### src/rtl/fetch_pc_unit_if.sv
// Fetch front-end bundle: NPC feedback, instruction-memory request/response and decode hand-off.
// The master modport is the fetch unit's view; slave is the surrounding pipeline/memory view.
interface fetch_pc_unit_if;
    logic [31:0] PC_In;
    logic        Redirect;
    logic [31:0] PCF;
    logic        IReq_Valid;
    logic [31:0] IReq_Addr;
    logic        IReq_Ready;
    logic        IResp_Valid;
    logic [31:0] IResp_Data;
    logic        InstrD_Valid;
    logic [31:0] InstrD;
    logic [31:0] PCD;
    logic        InstrD_Ready;

    modport master (
        input  PC_In, Redirect, IReq_Ready, IResp_Valid, IResp_Data, InstrD_Ready,
        output PCF, IReq_Valid, IReq_Addr, InstrD_Valid, InstrD, PCD
    );

    modport slave (
        output PC_In, Redirect, IReq_Ready, IResp_Valid, IResp_Data, InstrD_Ready,
        input  PCF, IReq_Valid, IReq_Addr, InstrD_Valid, InstrD, PCD
    );
endinterface

### src/rtl/fetch_pc_unit.sv
// Instruction-fetch front end: holds PCF, issues credit-limited in-order fetches and buffers
// returned words with their PCs for decode; a redirect flushes the buffer and drops in-flight words.
module fetch_pc_unit #(
    parameter logic [31:0] RESET_PC  = 32'h0000_0000,
    parameter int          BUF_DEPTH = 2
) (
    input logic             CLK,
    input logic             RSTn,
    fetch_pc_unit_if.master bus
);
    localparam int CW = $clog2(BUF_DEPTH + 1);
    localparam int PW = $clog2(BUF_DEPTH);
    localparam logic [PW-1:0] LAST = PW'(BUF_DEPTH - 1);

    logic [31:0]   pcf;
    logic [CW-1:0] out_cnt;
    logic [CW-1:0] drop_cnt;
    logic [CW-1:0] buf_cnt;
    logic [PW-1:0] tag_wr;
    logic [PW-1:0] tag_rd;
    logic [PW-1:0] buf_wr;
    logic [PW-1:0] buf_rd;
    logic [31:0]   tag_mem  [BUF_DEPTH];
    logic [31:0]   pc_mem   [BUF_DEPTH];
    logic [31:0]   inst_mem [BUF_DEPTH];

    logic credit_ok;
    logic req_fire;
    logic resp_keep;
    logic dec_pop;

    function automatic logic [PW-1:0] wrap_inc(input logic [PW-1:0] p);
        return (p == LAST) ? '0 : p + PW'(1);
    endfunction

    // Credits cover both outstanding and buffered words, so a kept response always has a slot.
    assign credit_ok = ({1'b0, out_cnt} + {1'b0, buf_cnt}) < (CW + 1)'(BUF_DEPTH);
    assign req_fire  = bus.IReq_Valid && bus.IReq_Ready;
    assign resp_keep = bus.IResp_Valid && !bus.Redirect && (drop_cnt == '0);
    assign dec_pop   = (buf_cnt != '0) && bus.InstrD_Ready && !bus.Redirect;

    assign bus.PCF          = pcf;
    assign bus.IReq_Addr    = pcf;
    assign bus.IReq_Valid   = RSTn && !bus.Redirect && credit_ok;
    assign bus.InstrD_Valid = (buf_cnt != '0);
    assign bus.InstrD       = inst_mem[buf_rd];
    assign bus.PCD          = pc_mem[buf_rd];

    always_ff @(posedge CLK or negedge RSTn) begin
        if (!RSTn) begin
            pcf      <= RESET_PC;
            out_cnt  <= '0;
            drop_cnt <= '0;
            buf_cnt  <= '0;
            tag_wr   <= '0;
            tag_rd   <= '0;
            buf_wr   <= '0;
            buf_rd   <= '0;
        end else begin
            if (bus.Redirect || req_fire)
                pcf <= bus.PC_In;

            out_cnt <= out_cnt + CW'(req_fire) - CW'(bus.IResp_Valid);
            if (req_fire)
                tag_wr <= wrap_inc(tag_wr);
            if (bus.IResp_Valid)
                tag_rd <= wrap_inc(tag_rd);

            // A response landing in the redirect cycle is already gone, so it is not counted again.
            if (bus.Redirect)
                drop_cnt <= out_cnt - CW'(bus.IResp_Valid);
            else if (bus.IResp_Valid && (drop_cnt != '0))
                drop_cnt <= drop_cnt - CW'(1);

            if (bus.Redirect) begin
                buf_cnt <= '0;
                buf_wr  <= '0;
                buf_rd  <= '0;
            end else begin
                if (resp_keep)
                    buf_wr <= wrap_inc(buf_wr);
                if (dec_pop)
                    buf_rd <= wrap_inc(buf_rd);
                buf_cnt <= buf_cnt + CW'(resp_keep) - CW'(dec_pop);
            end
        end
    end

    // Storage needs no reset: the counters and pointers decide what is visible.
    always_ff @(posedge CLK) begin
        if (req_fire)
            tag_mem[tag_wr] <= pcf;
        if (resp_keep) begin
            pc_mem[buf_wr]   <= tag_mem[tag_rd];
            inst_mem[buf_wr] <= bus.IResp_Data;
        end
    end
endmodule

### src/flat_wrapper.sv
// flat-port wrapper written by rule: the top's interface ports become plain ports
module fetch_pc_unit_flat 
#(
    parameter logic [31:0] RESET_PC  = 32'h0000_0000,
    parameter int          BUF_DEPTH = 2
)
  (CLK, RSTn, bus_PC_In, bus_Redirect, bus_IReq_Ready, bus_IResp_Valid, bus_IResp_Data, bus_InstrD_Ready, bus_PCF, bus_IReq_Valid, bus_IReq_Addr, bus_InstrD_Valid, bus_InstrD, bus_PCD);
  fetch_pc_unit_if bus_i ();
  input logic CLK;
  input logic RSTn;
  input wire logic [$bits(bus_i.PC_In)-1:0] bus_PC_In;
  input wire logic [$bits(bus_i.Redirect)-1:0] bus_Redirect;
  input wire logic [$bits(bus_i.IReq_Ready)-1:0] bus_IReq_Ready;
  input wire logic [$bits(bus_i.IResp_Valid)-1:0] bus_IResp_Valid;
  input wire logic [$bits(bus_i.IResp_Data)-1:0] bus_IResp_Data;
  input wire logic [$bits(bus_i.InstrD_Ready)-1:0] bus_InstrD_Ready;
  output wire logic [$bits(bus_i.PCF)-1:0] bus_PCF;
  output wire logic [$bits(bus_i.IReq_Valid)-1:0] bus_IReq_Valid;
  output wire logic [$bits(bus_i.IReq_Addr)-1:0] bus_IReq_Addr;
  output wire logic [$bits(bus_i.InstrD_Valid)-1:0] bus_InstrD_Valid;
  output wire logic [$bits(bus_i.InstrD)-1:0] bus_InstrD;
  output wire logic [$bits(bus_i.PCD)-1:0] bus_PCD;
  assign bus_i.PC_In = bus_PC_In;
  assign bus_i.Redirect = bus_Redirect;
  assign bus_i.IReq_Ready = bus_IReq_Ready;
  assign bus_i.IResp_Valid = bus_IResp_Valid;
  assign bus_i.IResp_Data = bus_IResp_Data;
  assign bus_i.InstrD_Ready = bus_InstrD_Ready;
  assign bus_PCF = bus_i.PCF;
  assign bus_IReq_Valid = bus_i.IReq_Valid;
  assign bus_IReq_Addr = bus_i.IReq_Addr;
  assign bus_InstrD_Valid = bus_i.InstrD_Valid;
  assign bus_InstrD = bus_i.InstrD;
  assign bus_PCD = bus_i.PCD;
  fetch_pc_unit #(.RESET_PC(RESET_PC), .BUF_DEPTH(BUF_DEPTH)) u_core (.CLK(CLK), .RSTn(RSTn), .bus(bus_i));
endmodule
### config.mk
export PLATFORM = sky130hd
export DESIGN_NAME = fetch_pc_unit_flat
export DESIGN_NICKNAME = d
export VERILOG_FILES = /design/src/rtl/fetch_pc_unit_if.sv /design/src/rtl/fetch_pc_unit.sv /design/src/flat_wrapper.sv
export SDC_FILE = /design/constraint.sdc
export NUM_CORES = 1
export LEC_CHECK = 0
export ABC_AREA = 1
export BUFFER_PORTS_ARGS = -buffer_cell sky130_fd_sc_hd__buf_4
export CORE_MARGIN = 1.5
export CORE_UTILIZATION = 58
export CTS_CLUSTER_DIAMETER = 30
export DETAILED_ROUTE_END_ITERATION = 16
export PLACE_DENSITY = 0.91
export SLEW_MARGIN = 20
export SYNTH_ARGS = -nofsm -noshare
export SYNTH_HDL_FRONTEND = slang
export SYNTH_SLANG_ARGS = --single-unit
export TNS_END_PERCENT = 1
### constraint.sdc
create_clock -name CLK -period 6.4 [get_ports CLK]
set_input_delay 1.28 -clock CLK [delete_from_list [all_inputs] [get_ports CLK]]
set_output_delay 1.28 -clock CLK [all_outputs]
set_load 0.01 [all_outputs]
; ---- Word-level counts from Yosys, hierarchy flattened
; Memory sizes are Yosys's and may differ from the RTL's.
; Index checks and enable logic that the tools add are counted.
; Widths: inputs -> output; s select.
[totals]
ramBits = 192
latch_bits = 0
in_bits = 70
register_bits = 42
output_inout_bits = 130
rom_bits = 0
memories = 3
wordCells = 54
[mem_list]
columns = name, words, width, read_ports, rd_ports_with_merged_regs, write_ports, line_no
row1 = u_core.inst_mem, 2, 32, 1, 0, 1, fetch_pc_unit.sv:25  ; logic [31:0] inst_mem [BUF_DEPTH];
row2 = u_core.pc_mem, 2, 32, 1, 0, 1, fetch_pc_unit.sv:24  ; logic [31:0] pc_mem [BUF_DEPTH];
row3 = u_core.tag_mem, 2, 32, 1, 0, 1, fetch_pc_unit.sv:23  ; logic [31:0] tag_mem [BUF_DEPTH];
[classes]
n_reduce_logical = 16
eq_ne = 0
div_mod_pow = 0
bitwise = 0
shift = 0
magnitude_cmp = 1
addsub = 11
mul = 0
muxes = 15
[op_table]
columns = cell, count
row1 = $mux 1, 12
row2 = $reduce_bool 2->1, 5
row3 = $logic_and 1x1->1, 8
row4 = $mux 2, 3
row5 = $sub 2x1->2, 3
row6 = $add 1x1->1 const B, 4
row7 = $add 2x1->2, 2
row8 = $add 2x2->3, 1
row9 = $lt 3x2->1 const B, 1
row10 = $logic_not 2->1, 1
row11 = $sub 2x1->2 const B, 1
row12 = $logic_not 1->1, 1
row13 = $logic_or 1x1->1, 1

; ---- Longest topological paths before layout
[depth]
word_depth = 6
ltp_mapped = 10
mapped_depth_nobuf = 10

; ---- Worst setup path before layout
; Ideal clock, no wire load.
[synth_path]
path_type = in2reg
from = in bus_Redirect
to = mem u_core.inst_mem[0][0] (enable)
arrival_ns = 4.424
setup_ns = 0.486
setup_slack_ns = 1.490
cell_stages = 5
t_required_ns = 5.914
path_buffers = 2
cell_sequence = buf_6 -> inv_1 -> buf_4 -> nand2_1 -> nor2_1
[synth_via]
elab_chain_len = 5
[synth_lines]
columns = item, line_no
row1 = "start, declared", flat_wrapper.sv:12  ; input wire logic [$bits(bus_i.Redirect)-1:0] bus_Redirect;
row2 = $logic_not 1->1, fetch_pc_unit.sv:39  ; assign resp_keep = bus.IResp_Valid && !bus.Redirect && (drop_cnt == '0);
row3 = $logic_and 1x1->1 (2 in series), fetch_pc_unit.sv:39
row4 = $mux 1, fetch_pc_unit.sv:93  ; if (resp_keep) begin
row5 = $mux 1 (implied by the code), fetch_pc_unit.sv:95  ; inst_mem[buf_wr] <= bus.IResp_Data;
row6 = "end, declared", fetch_pc_unit.sv:25
; No other way between the ends.

; ---- Worst setup path in the final report
[layout_path]
from = reg u_core.buf_rd
to = out bus_PCD[29]
[layout_via]
elab_chain_len = 1
[layout_lines]
columns = item, line_no
row1 = "start, declared", fetch_pc_unit.sv:22  ; logic [PW-1:0] buf_rd;
row2 = "start signal, assigned", fetch_pc_unit.sv:83  ; buf_rd <= wrap_inc(buf_rd);
row3 = $mem_v2 2x32, -
row4 = "end, declared", flat_wrapper.sv:22  ; output wire logic [$bits(bus_i.PCD)-1:0] bus_PCD;
; No other way between the ends.

==> qor.yml <==
logic_synthesis:
  syn_area_um2: 9090
  synthAdderAreaFrac_pct: 0.771
  ys_seq_elements: 234
  synth_top_family_by_area: "simple AND/OR/NAND/NOR gates"
  ys_warn_count: 0
  synth_top_area_cell: "edfxtp_1"
  netlist_instances: 689
  synth_xor_area_share_pct: 0.289
  synth_top_flop_cell: "edfxtp_1"
  synthSimpleGateAreaFrac_pct: 14.6
  synth-edff-count: 192
  synth.most_common_cell: "nand2_1"
  synthTopCellsByCount: "274 x nand2_1, 192 x edfxtp_1, 42 x dfrtp_1"
  synth-seq-area-share_pct: 75.0
  synth-compound-area-share_pct: 0.234
  synth_area_leaders: "edfxtp_1 63%, dfrtp_1 12%, nand2_1 11%"
  synth_top_area_share_pct: 63.5
  syn_area_per_cell_um2: 13.2
  ys_types: 24
  async_flop_share_pct: 17.9
  syn_nets: 764
  synth.area.mux_share_pct: 3.97
drt:
  drt-met1-wl_mm: 7.26
  drc: 0
  first_iter_violations: 434
  wl_per_cell_um: 17.6
  drtPass1Iterations: 5
  totalWireLength_mm: 19.5
  vias: 5827
  dr_wl_met3_mm: 1.30
  antenna_left: 0
  via_per_inst: 5.25
  wl_met2_mm: 10.4
  maxUsedRoutingLayer: "met4"
timing:
  slew_viol_final: 0
  slew_headroom_pct: 34.0
  tns_ns: 0
  finalSetupViolCount: 0
  period_share_pct: 67.0
  min_period_ns: 4.29
  hold_viol: 0
  rsz0062_at_grt: "no"
  skew_ns: 0.0132
  whs_ns: 0.544
  max_freq_mhz: 233
  worst_slew_pin_slew_ns: 0.987
cells_and_area:
  drive_above_1_share_pct: 33.6
  final_nets: 946
  final_area_um2: 11700
  area_growth_syn_to_layout_pct: 29.0
  antenna_cells: 0
  stdcell_count: 1109
worst_setup_path:
  path_class: "reg2out"
  cp.arrival_ns: 3.01
  path_delay_family: "buffers and inverters"
  required_ns: 5.12
  critPathCaptureType: "output pin"
  crit_buf_inv: 2
  slowest_delay_ns: 0.98
  worst-r2r-cell-count: 6
  r2r_setup_slack_ns: 3.40
  critPathLaunchType: "flop"
  cp.depth: 4
  slowest_stage: "clkinv_2"
  path_max_fanout: 66
  crit_top_cell: "nand2_1"
  crit_chain: "clkinv_2 -> nand2_1 -> nand2_1 -> buf_4"
clock_tree:
  post_cts_buffers: 0
  cts.sinks: 234
  ctsHoldBuffers: 0
  cts-resized-gates: 0
  clkTransAtPathRegs_ns: 0.05
  cts_max_level: 2
  cts_tree: "built"
  cts_root_buffer: "clkbuf_16"
  worstSkewPairLatency_ns: 0.50
  clock_path_buffers: 3
  cts_buffers: 38
flow_run:
  max-cap-violations: 0
global_routing:
  grt_pass1_wl_mm: 30.0
  grt.overflow.total: 0
  grt_max_degree: 67
  antenna_found_initial: 0
  grt_pass1_vias: 5886
  grtUsageTotal_pct: 24.2
floorplanning:
  die-area_um2: 16400
  fp.dieH_um: 128
  fp-row-count: 45
  die_w_um: 128
  start_util_pct: 59.5
  coreArea_um2: 15300
  ios: 200
run_status:
  status: "finished, final reports clean"
placed_design:
  port_buffers: 199
  dpl.hpwl_mm: 11.8
  gp_congestion: 0.788
  place_inst: 1042
  place_area_um2: 10500
pwr:
  power.total_uw: 4760
  ir_worst_vdd_uv: 236
  p_leak_uw: 0.00501
  powerDensity_nw_per_um2: 407
min_path:
  min_path_type: "reg2reg"
  holdPathStages: 2
power breakdown:
group | internal (µW) | switching [µW]
clock network | 1230 | 663
logic | 401 | 481
registers | 1850 | 138
total | 3480 | 1280
metal layers:
metal  GRT usage, %  vias up
met5              0        -
li1               -     2683
met3           4.59       47
met4           9.85        0
met1           28.5     2824
met2           43.9      273
state kept, by name (all words and copies together) (netlist names):
name	flops
u_core.inst_mem	64
u_core.pc_mem	64
u_core.tag_mem	64
u_core.bus.IReq_Addr	32
u_core.buf_cnt	2
u_core.drop_cnt	2
u_core.out_cnt	2
u_core.buf_rd	1
u_core.buf_wr	1
u_core.tag_rd	1
u_core.tag_wr	1
final timing paths:
kind | from | end
setup / recovery | u_core.buf_rd | bus_PCD[29]
hold / removal | u_core.drop_cnt[0] | u_core.drop_cnt[0]
setup reg to reg | u_core.out_cnt[0] | u_core.tag_mem[0][18]
hold reg to reg | u_core.drop_cnt[0] | u_core.drop_cnt[0]
max in group asynchronous | RSTn | u_core.buf_rd
min in group asynchronous | RSTn | u_core.drop_cnt[1]
stage by stage:
stage | setup WS [ns] | utilization, %
detailed placement | 2.57 | 68.9
global placement | 2.62 | 68.9
global route | 1.91 | 76.8
CTS | 2.39 | 76.8
floorplan | 1.49 | -
finish | 2.11 | 76.8
layout make-up:
type	instances	area (µm²)
clock buffer	49	1040
clock inverter	18	160
fill	873	3540
inverter	20	76.3
multi-input combinational	374	1830
sequential	234	6820
tap	211	264
timing repair buffer	203	1520
tightest hold or removal path, stage by stage, from the launching register on:
cell and delay, ns:
dfrtp_1 0.38, nand2_1 0.06, o21ai_0 0.07
logic make-up after synthesis:
| kind of cell | after synthesis |
|---|---|
| and+or+nand+nor | 330 |
| DFF | 234 |
| buffers and inverters | 81 |
| muxes | 32 |
| adders and majority gates | 5 |
| AOI/OAI and AO/OA | 4 |
| xor gates and xnor gates | 3 |
layout by cell type, fill, tap and decap left out, drive strengths merged, types with 11 or more instances in the layout:
cell	count
buf	203
clkbuf	49
clkinv	11
dfrtp	42
edfxtp	192
inv	21
mux2	32
nand2	275
nand3	36
nor2	13
No activity file was read; power rests on OpenSTA's default activity.
